$ cat config.mk
export PLATFORM = sky130hd
export DESIGN_NAME = tx_queue_ctrl
export DESIGN_NICKNAME = d
export VERILOG_FILES = /design/src/rtl/uart_pkg.sv /design/src/rtl/sync_2ff.sv /design/src/rtl/tx_queue_ctrl.sv
export SDC_FILE = /design/constraint.sdc
export NUM_CORES = 1
export LEC_CHECK = 0
export CAP_MARGIN = 10
export CORE_ASPECT_RATIO = 1.2
export CORE_UTILIZATION = 54
export CTS_CLUSTER_SIZE = 25
export DETAILED_ROUTE_END_ITERATION = 16
export PLACE_DENSITY = 0.8
export SYNTH_ARGS = -nofsm -noshare
export SYNTH_HDL_FRONTEND = slang
export SYNTH_SLANG_ARGS = --single-unit
$ cat constraint.sdc
create_clock -name SysClk -period 3.68 [get_ports SysClk]
set_clock_uncertainty 0.05 [all_clocks]
set_input_delay 0.736 -clock SysClk [delete_from_list [all_inputs] [get_ports SysClk]]
set_output_delay 0.736 -clock SysClk [all_outputs]
set_load 0.005 [all_outputs]
$ cat src/rtl/uart_pkg.sv
// Shared UART definitions: transmit-queue FSM states and default sizes
// used by both the transmit queue and the receive FIFO.
package uart_pkg;

  typedef enum logic [1:0] {
    IDLE      = 2'd0,
    START     = 2'd1,
    WAIT_DONE = 2'd2
  } tx_q_state_t;

  localparam int DATA_BITS_DEF  = 8;
  localparam int FIFO_WIDTH_DEF = 3;

endpackage

$ cat src/rtl/sync_2ff.sv
// Two-flop synchronizer for a single-bit level crossing into SysClk.
module sync_2ff (
  input  logic SysClk,
  input  logic Rst,
  input  logic d_i,
  output logic q_o
);

  logic meta_q, sync_q;

  // Two back-to-back flops; the first may go metastable, the second settles it.
  always_ff @(posedge SysClk) begin
    if (Rst) begin
      meta_q <= 1'b0;
      sync_q <= 1'b0;
    end else begin
      meta_q <= d_i;
      sync_q <= meta_q;
    end
  end

  assign q_o = sync_q;

endmodule

$ cat src/rtl/tx_queue_ctrl.sv
// Transmit queue: circular FIFO of host bytes plus a launch FSM that hands
// one byte at a time to the transmitter over a Transmit_Start/Tx_Busy level
// handshake, abandoning a launch the transmitter never acknowledges.
module tx_queue_ctrl
  import uart_pkg::*;
#(
  parameter int DATA_BITS     = DATA_BITS_DEF,
  parameter int FIFO_WIDTH    = FIFO_WIDTH_DEF,
  parameter int START_TIMEOUT = 4096
) (
  input  logic                 SysClk,
  input  logic                 Rst,
  input  logic                 Push_Data,
  input  logic [DATA_BITS-1:0] Tx_Data_In,
  input  logic                 Tx_Busy,
  input  logic                 BIST_Mode,
  output logic [DATA_BITS-1:0] Tx_Data_Out,
  output logic                 Transmit_Start,
  output logic                 FIFO_Empty,
  output logic                 FIFO_Full,
  output logic                 FIFO_Overflow,
  output logic                 Tx_Timeout
);

  localparam int DEPTH = 1 << FIFO_WIDTH;
  localparam int TW    = $clog2(START_TIMEOUT) + 1;
  localparam logic [FIFO_WIDTH:0] DEPTH_C  = (FIFO_WIDTH+1)'(DEPTH);
  localparam logic [TW-1:0]       TMO_LAST = TW'(START_TIMEOUT - 1);

  logic [DATA_BITS-1:0]  mem_q [DEPTH];
  logic [FIFO_WIDTH-1:0] wptr_q, rptr_q;
  logic [FIFO_WIDTH:0]   count_q, count_d;
  logic                  empty_q, full_q, ovf_q;

  tx_q_state_t           state_q;
  logic [TW-1:0]         tmo_cnt_q;
  logic [DATA_BITS-1:0]  data_q;
  logic                  start_q, tmo_q;

  logic busy_s;
  logic push_ok, push_drop, pop;

  sync_2ff u_busy_sync (
    .SysClk (SysClk),
    .Rst    (Rst),
    .d_i    (Tx_Busy),
    .q_o    (busy_s)
  );

  // Full test uses the registered count, so a push into a full queue is
  // dropped even when a pop frees a slot on the same edge.
  assign push_ok   = Push_Data && (count_q != DEPTH_C);
  assign push_drop = Push_Data && (count_q == DEPTH_C);
  assign pop       = (state_q == IDLE) && !empty_q && !BIST_Mode;

  // Occupancy next-state from the push/pop pair.
  always_comb begin
    count_d = count_q;
    case ({push_ok, pop})
      2'b10:   count_d = count_q + 1'b1;
      2'b01:   count_d = count_q - 1'b1;
      default: count_d = count_q;
    endcase
  end

  // Storage array; contents need no reset since the pointers define validity.
  always_ff @(posedge SysClk) begin
    if (push_ok) mem_q[wptr_q] <= Tx_Data_In;
  end

  // Pointers, occupancy and the registered empty/full/overflow flags.
  always_ff @(posedge SysClk) begin
    if (Rst) begin
      wptr_q  <= '0;
      rptr_q  <= '0;
      count_q <= '0;
      empty_q <= 1'b1;
      full_q  <= 1'b0;
      ovf_q   <= 1'b0;
    end else begin
      if (push_ok)   wptr_q <= wptr_q + 1'b1;
      if (pop)       rptr_q <= rptr_q + 1'b1;
      if (push_drop) ovf_q  <= 1'b1;
      count_q <= count_d;
      empty_q <= (count_d == '0);
      full_q  <= (count_d == DEPTH_C);
    end
  end

  // Launch FSM with registered Transmit_Start, data and timeout flag.
  always_ff @(posedge SysClk) begin
    if (Rst) begin
      state_q   <= IDLE;
      tmo_cnt_q <= '0;
      data_q    <= '0;
      start_q   <= 1'b0;
      tmo_q     <= 1'b0;
    end else begin
      case (state_q)
        IDLE: begin
          if (pop) begin
            data_q    <= mem_q[rptr_q];
            tmo_cnt_q <= '0;
            start_q   <= 1'b1;
            state_q   <= START;
          end
        end
        START: begin
          if (busy_s) begin
            start_q <= 1'b0;
            state_q <= WAIT_DONE;
          end else if (tmo_cnt_q == TMO_LAST) begin
            // Transmitter never answered: drop this byte and move on.
            tmo_q   <= 1'b1;
            start_q <= 1'b0;
            state_q <= IDLE;
          end else begin
            tmo_cnt_q <= tmo_cnt_q + 1'b1;
          end
        end
        WAIT_DONE: begin
          if (!busy_s) state_q <= IDLE;
        end
        default: begin
          start_q <= 1'b0;
          state_q <= IDLE;
        end
      endcase
    end
  end

  assign Tx_Data_Out    = data_q;
  assign Transmit_Start = start_q;
  assign FIFO_Empty     = empty_q;
  assign FIFO_Full      = full_q;
  assign FIFO_Overflow  = ovf_q;
  assign Tx_Timeout     = tmo_q;

endmodule

Yosys cells after proc, flatten, opt, wreduce, memory -nomap -nowiden

Memory sizes are Yosys's and may differ from the RTL's. A register that Yosys moved wholly into a read port is not among the register bits.
Index checks and enable logic that the tools add are counted.

Add/sub/neg operators: 5
Bitwise operators: 2
Eq/ne operators: 13
Reductions and logical operators: 14
Muxes and demuxes: 16

Operators with widths:

| cell                    | count |
|---|---|
| $mux W13                | 3 |
| $pmux W13 S2            | 1 |
| $add A13 B1 Y13 const B | 1 |
| $eq A13 B12 Y1 const B  | 1 |
| $reduce_and A3 Y1       | 3 |
| $eq A4 B4 Y1 const B    | 2 |
| $mux W2                 | 4 |
| $ne A2 B2 Y1 const B    | 4 |
| $pmux W4 S2             | 1 |
| $add A3 B1 Y3 const B   | 2 |
| $pmux W2 S3             | 1 |
| $mux W1                 | 5 |
| $add A4 B1 Y4 const B   | 1 |
| $eq A2 B1 Y1 const B    | 2 |
| $eq A2 B2 Y1 const B    | 2 |
| $logic_and A1 B1 Y1     | 4 |
| $logic_not A4 Y1        | 1 |
| $ne A4 B4 Y1 const B    | 1 |
| $reduce_and A4 Y1       | 1 |
| $sub A4 B1 Y4 const B   | 1 |
| $ne A3 B2 Y1 const B    | 1 |
| $pmux W1 S3             | 1 |
| $logic_not A1 Y1        | 2 |
| $logic_not A2 Y1        | 1 |
| 3 further kinds         | 4 |

Input port bits: 13
Register bits after elaboration: 32
Word-level logic and storage cells: 63
Output and inout bits: 13
Memories: 1
Memory bits (writable): 64

Memory list:

| name  | depth | width | read ports | clocked after Yosys merged registers in | write ports | line                | source |
|---|---|---|---|---|---|---|---|
| mem_q | 8     | 8     | 1          | 1                                       | 1           | tx_queue_ctrl.sv:30 | `logic [DATA_BITS-1:0] mem_q [DEPTH];` |

Logic depth before layout (Yosys ltp)

Gate-level depths: netlist of run 1.

Depth in word-level cells: 6
Gate-level depth with buffers: 11
Mapped depth without buffers: 9

By module

A second synthesis of run 1 with hierarchy kept.

Cells, all modules: 294
Area total of the unflattened synthesis: 4,169.0 sq um

By module, submodules not included:

| module        | area each (sq um) | times used | cells an instance | sequential area each (sq um) |
|---|---|---|---|---|
| tx_queue_ctrl | 4,116.4           | 1          | 290               | 2,682.6 |
| sync_2ff      | 52.6              | 1          | 4                 | 40.0 |

Worst setup path before layout of run 1

Ideal clock, no wire load.

Path kind: input port to flip-flop
Start point: input port BIST_Mode
End point: register full_q, in the netlist FIFO_Full
Buffers on the path: 1
Required time: 3.527 ns
Data arrival time: 3.047 ns
Setup slack: 0.480 ns
Library setup time: 0.103 ns
Stages: 10
Path through: or4_4 -> clkbuf_1 -> a21oi_2 -> xor2_1 -> ha_1 -> a21oi_1 -> a211oi_2 -> a2111oi_4 -> xor2_1 -> a2111oi_2

Word-level cells in the longest chain between the ends: 5
Elaborated cells between the ends (all ways): 6
Those cells by class: eq/ne (3); mux (1); reduce/logical (2)

RTL lines:

| item                                         | line                | source |
|---|---|---|
| start: declaration                           | tx_queue_ctrl.sv:16 | `input logic BIST_Mode,` |
| $logic_not A1 Y1 (*)                         | tx_queue_ctrl.sv:54 | `assign pop = (state_q == IDLE) && !empty_q && !BIST_Mode;` |
| $logic_and A1 B1 Y1 (*)                      | tx_queue_ctrl.sv:54 |  |
| $eq A2 B1 Y1 or $eq A2 B2 Y1 (tied branches) | tx_queue_ctrl.sv:59 | `case ({push_ok, pop})` |
| $pmux W4 S2 (*)                              | tx_queue_ctrl.sv:59 |  |
| $eq A4 B4 Y1 (*)                             | tx_queue_ctrl.sv:86 | `full_q <= (count_d == DEPTH_C);` |
| end signal: assignment                       | tx_queue_ctrl.sv:86 |  |
| end: declaration                             | tx_queue_ctrl.sv:33 | `logic empty_q, full_q, ovf_q;` |

Mark *: on every way between the ends. The rest lies on a longest branch, timed or not.
A chain may end at the register's enable or synchronous reset.

Worst setup path in the final report of run 1

Ends and elaborated chain as after synthesis.

==> results of run 1 <==
## cells by family (layout without fill, tap and decap cells)
logic type / Yosys count / count (layout) / share of synthesized area
adders and majority gates: 5 / 5 / 0.01469
and+or+nand+nor: 86 / 86 / 0.1034
DFF: 104 / 104 / 0.6394
buffers and inverters: 23 / 61 / 0.02174
muxes: 25 / 25 / 0.1058
xor gates and xnor gates: 20 / 20 / 0.04114
AOI/OAI and AO/OA: 42 / 42 / 0.07376
## critical path, cell delays in order
cell             delay [ns]
clkdlybuf4s50_1        0.40
or4_4                  0.53
a21oi_2                0.21
xor2_1                 0.18
ha_1                   0.18
a21oi_1                0.06
buf_4                  0.18
a2111oi_4              0.35
xor2_1                 0.14
a2111oi_2              0.27
## cells in the final DEF, fill, tap and decap left out, types with 10 or more instances in the layout
cell type	n
edfxtp_1	64
dfxtp_1	40
nor2_1	32
clkdlybuf4s50_1	25
mux4_2	16
buf_4	16
xnor2_1	14
a211oi_1	13
a21oi_1	12
nand2_1	11
nand3_1	10
## where the power goes
group	leakage [nW]	switching, W	total [W]	internal, W
registers	0.907	0.0000745	0.00140	0.00132
clock network	0.0999	0.000401	0.000729	0.000327
logic	0.557	0.000273	0.000555	0.000282
## per-stage QoR
stage,instances,cell area (um2),util
2_1_floorplan,305,4258,-
3_3_place_gp,419,4674,0.6100
3_5_place_dp,419,4674,0.6100
4_1_cts,435,4883,0.6372
5_1_grt,435,4883,0.6372
6_report,435,4883,0.6372
## worst paths after layout
path / slack (ns) / startpoint / to / depth (start not counted)
setup reg to reg: 0.73 / count_q[1]$_SDFF_PP0_ / FIFO_Full$_SDFF_PP0_ / 8
setup / recovery: 0.65 / BIST_Mode / FIFO_Full$_SDFF_PP0_ / 10
hold reg to reg: 0.42 / u_busy_sync.meta_q$_SDFF_PP0_ / u_busy_sync.q_o$_SDFF_PP0_ / 1
hold / removal: 0.42 / u_busy_sync.meta_q$_SDFF_PP0_ / u_busy_sync.q_o$_SDFF_PP0_ / 1
## routing by layer
| metal | global-route usage | routed length [um] | vias to the layer above |
|---|---|---|---|
| met2 | 0.3342 | 3852 | 48 |
| met5 | 0 | 0 | - |
| met3 | 0.03817 | 209 | 16 |
| met1 | 0.2484 | 3252 | 1201 |
| li1 | - | - | 1215 |
| met4 | 0.1034 | 168 | 0 |
## flip-flops by register name, indices dropped and copies added, names as in the netlist, 2 cells and up
signal and flops:
tmo_cnt_q 13, wptr_q 3, mem_q 64, state_q 2
count_q 4, rptr_q 3, Tx_Data_Out 8
## final cells by class
class	count	share of cell area
flip-flops and latches	104	0.5575
clock inverters	7	0.01742
repair buffers	41	0.07584
well taps	92	0.02357
clock buffers	9	0.02537
multi-input cells	178	0.2970
inverters	4	0.003331
## cells in the mapped netlist (2+ instances only)
library cell  instances
a211oi_1             13
o21ai_0               3
clkbuf_1             12
nor2_1               32
edfxtp_1             64
buf_1                 3
buf_2                 4
a31oi_1               4
xor2_1                6
inv_1                 3
nand4_1               2
nor3b_1               4
dfxtp_1              40
and3_1                2
nor3_1                6
xnor2_1              14
nand2b_1              3
nand3_1              10
a21oi_1              12
ha_1                  5
mux2i_1               9
nand2_1              11
nor2b_1               6
mux4_2               16
==> summary.txt, run 1 <==
status: finished, final reports clean
Pwr per Cell Area: 549.1 mW/mm2
H-tree depth: 3
fin crit period: 3.026 ns
critical path endpoint category: flop
number of synthesized flops with an enable pin: 64
pin slew with the least headroom to its limit: 1.102 ns
endpoints failing setup: 0
row cnt: 35
Synth area leaders: edfxtp_1, dfxtp_1, mux4_2
I/O pin total: 26
first-pass GRT wire length: 12410 um
VDD IR max: 0.3043 mV
CTS Buffer Depth: 2
die height: 99.27 um
postcts setup bufs: 0
Root Buffer: clkbuf_8
crit-path max FO: 5
Initial DRT Pass Iterations: 4
CP Class: in -> reg
ANT cells: 0
total power: 0.002682 W
clock sinks: 104
Max-slew headroom: 0.2571
Worst-Skew Late Latency: 0.37 ns
clk slew on worst S/H paths: 0.10 ns
Final WS setup: 0.6537 ns
syn avg cell area: 13.96 um2
nature of the critical path startpoint: primary input
FF/Latch Area: 0.002723 mm2
hold slack: 0.4178 ns
Synth Instances: 305
vias in the first global route: 2569
Worst Path Required: 3.90 ns
hold_buf cts: 0
Async SR Flop Fraction: 0
share of layout cells above drive strength 1: 0.1662
number of DRC markers in iteration 0: 153
die footprint: 0.008245 mm2
Synthesis Warnings: 0
core area: 0.007664 mm2
fmax: 330.4 MHz
initial antenna violation count: 0
share of the synthesized area in the top cell type: 0.4514
P_leak: 1.564 nW
Data arrival, critical path: 3.24 ns
unrepaired setup endpoints after global routing: false
GRT Total Usage: 0.1995
Mapped Area: 0.004258 mm2
most used flip-flop cell after synthesis: edfxtp_1
max cap viols: 0
hpwl dp: 4928 um
Final Max Slew Viols: 0
Post-DRT Antenna Nets: 0
setup TNS: 0 ns
CTS tree: built
GRT Residual Overflow: 0
largest net degree at the start of global routing: 22
top cell type by total area after synthesis: edfxtp_1
Port Buffer Count: 25
WL final: 7483 um
area of the multi-input gates: 0.001450 mm2
GP Congestion: 0.7721
pre-CTS setup slack: 0.2946 ns
initial core utilization: 0.5556
post-synthesis sequential area ratio: 0.6394
Die X: 83.06 um
Unique masters post-synth: 45
routed length per instance: 17.20 um
final net count: 356
Tcrit/Tclk final: 0.8224
syn_nets: 323
Fill cells: 533
total number of vias: 2480
# DRC: 0
PostCTS Resize Cnt: 0
Area growth, synth to finish: 14.69%
worst hold path class: reg -> reg
Final Hold Violating Endpoints: 0
total CTS buffers: 9
DR vias/cell: 5.701
Yosys reg bits: 104
Power figures use the tool's default switching activity.
==> inputs of run 2 (changes only) <==
clock period = 2.82 ns   (was 3.68 ns; I/O delays follow)
==> summary.txt, run 2 (synthesis results as in run 1) <==
status: finished, final reports clean
routed length per instance: 17.35 um (+0.83%)
row cnt: 35 (unchanged)
postcts setup bufs: 0 (unchanged)
Final Util: 0.6550 (+0.01780)
ANT cells: 0 (unchanged)
number of DRC markers in iteration 0: 127 (-17%)
Seq pwr share: 0.487 (-0.034)
H-tree depth: 3 (unchanged)
Crit-path slowest cell: or4_4
crit-path max FO: 4 (-1)
first-pass GRT wire length: 12680 um (+2.1%)
share of layout cells above drive strength 1: 0.2034 (+0.03721)
total CTS buffers: 9 (unchanged)
Pwr per Cell Area: 731.7 mW/mm2 (+33%)
total number of vias: 2576 (+3.9%)
GRT Total Usage: 0.2016 (+0.002048)
CTS Buffer Depth: 2 (unchanged)
cell repeated most along the worst path: xor2_1
die footprint: 0.008245 mm2 (unchanged)
pin slew with the least headroom to its limit: 0.7996 ns (-0.3027 ns)
core area: 0.007664 mm2 (unchanged)
Die X: 83.06 um (unchanged)
Final Hold Violating Endpoints: 0 (unchanged)
pre-CTS setup slack: -0.3668 ns (-0.6613 ns)
CP max stage delay: 0.47 ns (-0.06 ns)
unrepaired setup endpoints after global routing: false
worst-path cell chain: clkdlybuf4s50_1 > or4_4 > a21oi_4 > xor2_1 > ha_2 > and4b_1 > a2111oi_4 > xor2_1 > a2111oi_2
critical path endpoint category: flop
P_leak: 1.633 nW (+4.5%)
largest net degree at the start of global routing: 19 (-14%)
max reg flops: 64 (unchanged)
PostCTS Resize Cnt: 0 (unchanged)
Worst Path Required: 3.04 ns (-0.86 ns)
setup TNS: 0 ns (unchanged)
Final WS setup: 0.07613 ns (-0.5775 ns)
hold_buf cts: 0 (unchanged)
Largest Register: mem_q
Logic pwr share: 0.231 (+0.024)
Final Max Slew Viols: 0 (unchanged)
hold_sp: u_busy_sync.meta_q$_SDFF_PP0_
endpoints failing setup: 0 (unchanged)
Data arrival, critical path: 2.96 ns (-0.28 ns)
I/O pin total: 26 (unchanged)
Post-DRT Antenna Nets: 0 (unchanged)
clock group share of total power: 0.281 (+0.009)
GRT Residual Overflow: 0 (unchanged)
Port Buffer Count: 25 (unchanged)
Worst setup startpoint: BIST_Mode
VDD IR max: 0.4079 mV (+34%)
final net count: 367 (+3.1%)
cell internal pwr: 0.002669 W (+38%)
Initial DRT Pass Iterations: 4 (unchanged)
Max-slew headroom: 0.4662 (+0.2091)
clk slew on worst S/H paths: 0.10 ns (about the same)
Area growth, synth to finish: 17.90%
# DRC: 0 (unchanged)
fin crit period: 2.744 ns
Tcrit/Tclk final: 0.9730
vias in the first global route: 2590 (+0.82%)
delay-heaviest family, CP: compound AO/OA/AOI/OAI gates
initial core utilization: 0.5556 (unchanged)
hpwl dp: 5130 um (+4.1%)
initial antenna violation count: 0 (unchanged)
commonest non-fill, non-tap cell in the layout: edfxtp_1
worst hold path class: reg -> reg
GP Congestion: 0.8101 (+4.9%)
nature of the critical path startpoint: primary input
clock sinks: 104 (unchanged)
sw frac: 0.2733 (-0.005782)
CP Class: in -> reg
fmax: 364.4 MHz
DR vias/cell: 5.776 (+1.3%)
CTS tree: built
most frequent cells in the layout: edfxtp_1, dfxtp_1, nor2_1
Root Buffer: clkbuf_8
Worst-Skew Late Latency: 0.37 ns (about the same)
R2R Path Start: count_q[3]$_SDFF_PP0_
max cap viols: 0 (unchanged)
crit path buf inv count: 1 (-1)
P_sw: 0.001004 W (+34%)
die height: 99.27 um (unchanged)
WL final: 7736 um (+3.4%)
==> run 2: power by group through the flow <==
stage	clock, W	combinational (W)	sequential, W
6_report	0.00103	0.000849	0.00179
5_1_grt	0.00112	0.000923	0.00180
4_1_cts	0.00105	0.000854	0.00179
3_5_place_dp	0	0.000850	0.00183
3_3_place_gp	0	0.000827	0.00182
2_1_floorplan	0	0.000553	0.00182
==> run 2: cell type report <==
cell class	count	area [um2]
Clock inverter	7	101.3
Fill cell	553	2644
Tap cell	92	115.1
Timing Repair Buffer	52	452.9
Inverter	4	16.27
Clock buffer	9	123.9
Multi-Input combinational cell	178	1488
Sequential cell	104	2723
==> run 2: path summary, 6_finish.rpt <==
| kind | to | cells after the start | slack (ns) |
|---|---|---|---|
| hold / removal | u_busy_sync.q_o$_SDFF_PP0_ | 1 | 0.42 |
| setup / recovery | FIFO_Full$_SDFF_PP0_ | 9 | 0.08 |
| setup reg to reg | FIFO_Full$_SDFF_PP0_ | 8 | 0.15 |
| hold reg to reg | u_busy_sync.q_o$_SDFF_PP0_ | 1 | 0.42 |
==> run 2: metal layers <==
metal / up-vias / GRT usage / share of wire
li1: 1238 / - / -
met5: - / 0 / 0
met1: 1279 / 0.2550 / 0.44
met3: 17 / 0.03651 / 0.031
met2: 42 / 0.3405 / 0.50
met4: 0 / 0.09284 / 0.025
==> run 2: per-stage QoR <==
step	cell area, um2	cells	total power, W	hold slack [ns]
3_5_place_dp	4791	430	0.002676	0.3946
3_3_place_gp	4791	430	0.002647	0.3891
4_1_cts	5016	446	0.003696	0.4185
6_report	5020	446	0.003673	0.4177
5_1_grt	5020	446	0.003842	0.4405
2_1_floorplan	4303	305	0.002368	0.3638
==> RTL change: new RTL, settings of run 1 <==
The 3 states of `tx_q_state_t` get a one-hot encoding in 3 bits.
--- a/src/rtl/uart_pkg.sv
+++ b/src/rtl/uart_pkg.sv
@@ -2,10 +2,10 @@
 // used by both the transmit queue and the receive FIFO.
 package uart_pkg;
 
-  typedef enum logic [1:0] {
-    IDLE      = 2'd0,
-    START     = 2'd1,
-    WAIT_DONE = 2'd2
+  typedef enum logic [2:0] {
+    IDLE      = 3'b001,
+    START     = 3'b010,
+    WAIT_DONE = 3'b100
   } tx_q_state_t;
 
   localparam int DATA_BITS_DEF  = 8;
Formal check against the unedited RTL: no difference found for any inputs over 10 cycles, from zero or initial values and one cycle with Rst high; not proved beyond that.
==> RTL change against run 1 <==
  * Worst setup slack better by 0.21 ns
  * Register-to-register slack better by 0.20 ns
  * Fmax is 7.3% higher
  * Largest power group unchanged
  * Combinational power fell by 4.1%
  * Design area decreased by 0.59%
  * First-iteration DRC count decreased by 17%
  * Global-route usage fell by 0.74 points
  * Area after synthesis up 0.73%
  * Power is 0.21% lower
  * Synthesized cell count decreased by 0.33%
  * Wire length shrank 3.4%
  * Critical path type unchanged
  * Sequential cell count rose by 1
==> RTL change: results (changes against run 1) <==
status complete, no violations; Reg2Reg Setup Slack 0.93 ns (+0.20 ns); Detailed Routing Iterations Pass 1 4 (unchanged); static leakage 1.606 nW (+2.7%); Netlist cell types 49 (+8.9%); reg2reg end FIFO_Empty; Max Cap Viol 0 (unchanged); nets@finish 354 (-0.56%); Ys Warns 0 (unchanged); RR Startpoint count_q[0]; detailed router's first-iteration violation count 127 (-17%); worst r2r path cells 9 (+1); layout cell share with drive strength beyond 1 0.1584 (-0.007823); drt wl/cell 16.69 µm (-3.0%); Synth Area in Compound Gates 0.05018 (-0.02358); vias per cell 5.600 (-1.8%); CP max-delay cell clkdlybuf4s50_1; Area contributors post-synth edfxtp_1 (45%), dfxtp_1 (19%), mux4_2 (8.4%); Final HPWL DP 4678 µm (-5.1%); Slew HR 0.4461 (+0.1890); Net Count, Synth 322 (-0.31%); clock latency at the later pin of the worst-skew pair between 0.3 and 0.4 ns; vias in the first global route 2,431 (-5.4%); GRT Util Overall 0.1921 (-0.007442); post-synthesis mux area share 0.1120 (+0.006230); initial antenna violation count 0 (unchanged); largest net degree at the start of global routing 33 (+50%); DP Worst Slack 0.4804 ns (+0.1859 ns); routability cong. 0.7895 (+2.3%); adder-cell share of the synthesized area 0.01459 (-0.0001072); crit-path max cell delay 0.39 ns (-0.14 ns); commonest cells in the netlist edfxtp_1 (64), dfxtp_1 (41), nor2_1 (36), mux4_2 (16), nand2_1 (13); crit path DAT 3.04 ns (-0.20 ns); CP Max Fanout 5 (unchanged); Post-Synth XOR/XNOR Area 0.03880 (-0.002342); sequential element share of the synthesized area 0.6394 (about the same); hold slack 0.3929 ns (-0.02495 ns); Max VDD drop 0.0003136 V (+3.1%)
## RTL change: worst max-delay path: cells and delay by family
kind	cells	cell delay [ns]
multiplexers	1	0.09
adder cells (fa/ha/maj)	1	0.19
buffers and inverters	2	0.46
AO/OA/AOI/OAI	2	0.36
XOR/XNOR	1	0.19
AND/OR/NAND/NOR	3	1.00
## RTL change: worst max path at each step
stage | startpoint | to | slack (ns) | depth (start not counted)
after floorplan | BIST_Mode | FIFO_Empty | 0.77 | 10
after global placement | BIST_Mode | FIFO_Empty | 0.51 | 10
after detailed placement | BIST_Mode | FIFO_Empty | 0.48 | 9
after CTS | BIST_Mode | FIFO_Empty | 0.87 | 9
after global routing | BIST_Mode | FIFO_Full | 0.69 | 10
final | BIST_Mode | FIFO_Empty | 0.86 | 10
## RTL change: logic make-up (layout without fill, tap and decap cells)
family	count (synthesis)	after routing
fa+ha+maj	5	5
simple gates	98	98
xor+xnor	19	19
flops	105	105
buf+inv	18	55
compound gates	31	31
mux	28	28
## RTL change: layer usage
| layer | vias to the layer above | GRT usage | wire length, µm |
|---|---|---|---|
| met5 | - | 0 | 0 |
| met2 | 45 | 0.3310 | 3700 |
| met1 | 1172 | 0.2314 | 3121 |
| li1 | 1196 | - | - |
| met4 | 0 | 0.08753 | 123 |
| met3 | 12 | 0.04315 | 281 |
## RTL change: metrics by stage
step	utilization	cell area, µm²	std cells
finish	0.6299	4855	433
global route	0.6299	4855	433
CTS	0.6299	4855	433
detailed placement	0.6039	4654	417
global placement	0.6039	4654	417
floorplan	-	4289	304
## RTL change: cell type report
class,instances,area [µm²]
flip-flops and latches,105,2743
multi-input cells,181,1453
clock buffers,9,123.9
well taps,92,115.1
clock inverters,7,76.32
inverters,3,11.26
repair buffers,36,332.8
fillers,576,2853
## RTL change: where the power goes
part           switching [mW]  total, mW  internal (mW)  leakage, nW
logic                   0.238      0.532          0.294        0.595
registers              0.0910       1.43           1.34        0.915
clock network           0.395      0.716          0.321       0.0966
total                   0.724       2.68           1.95         1.61
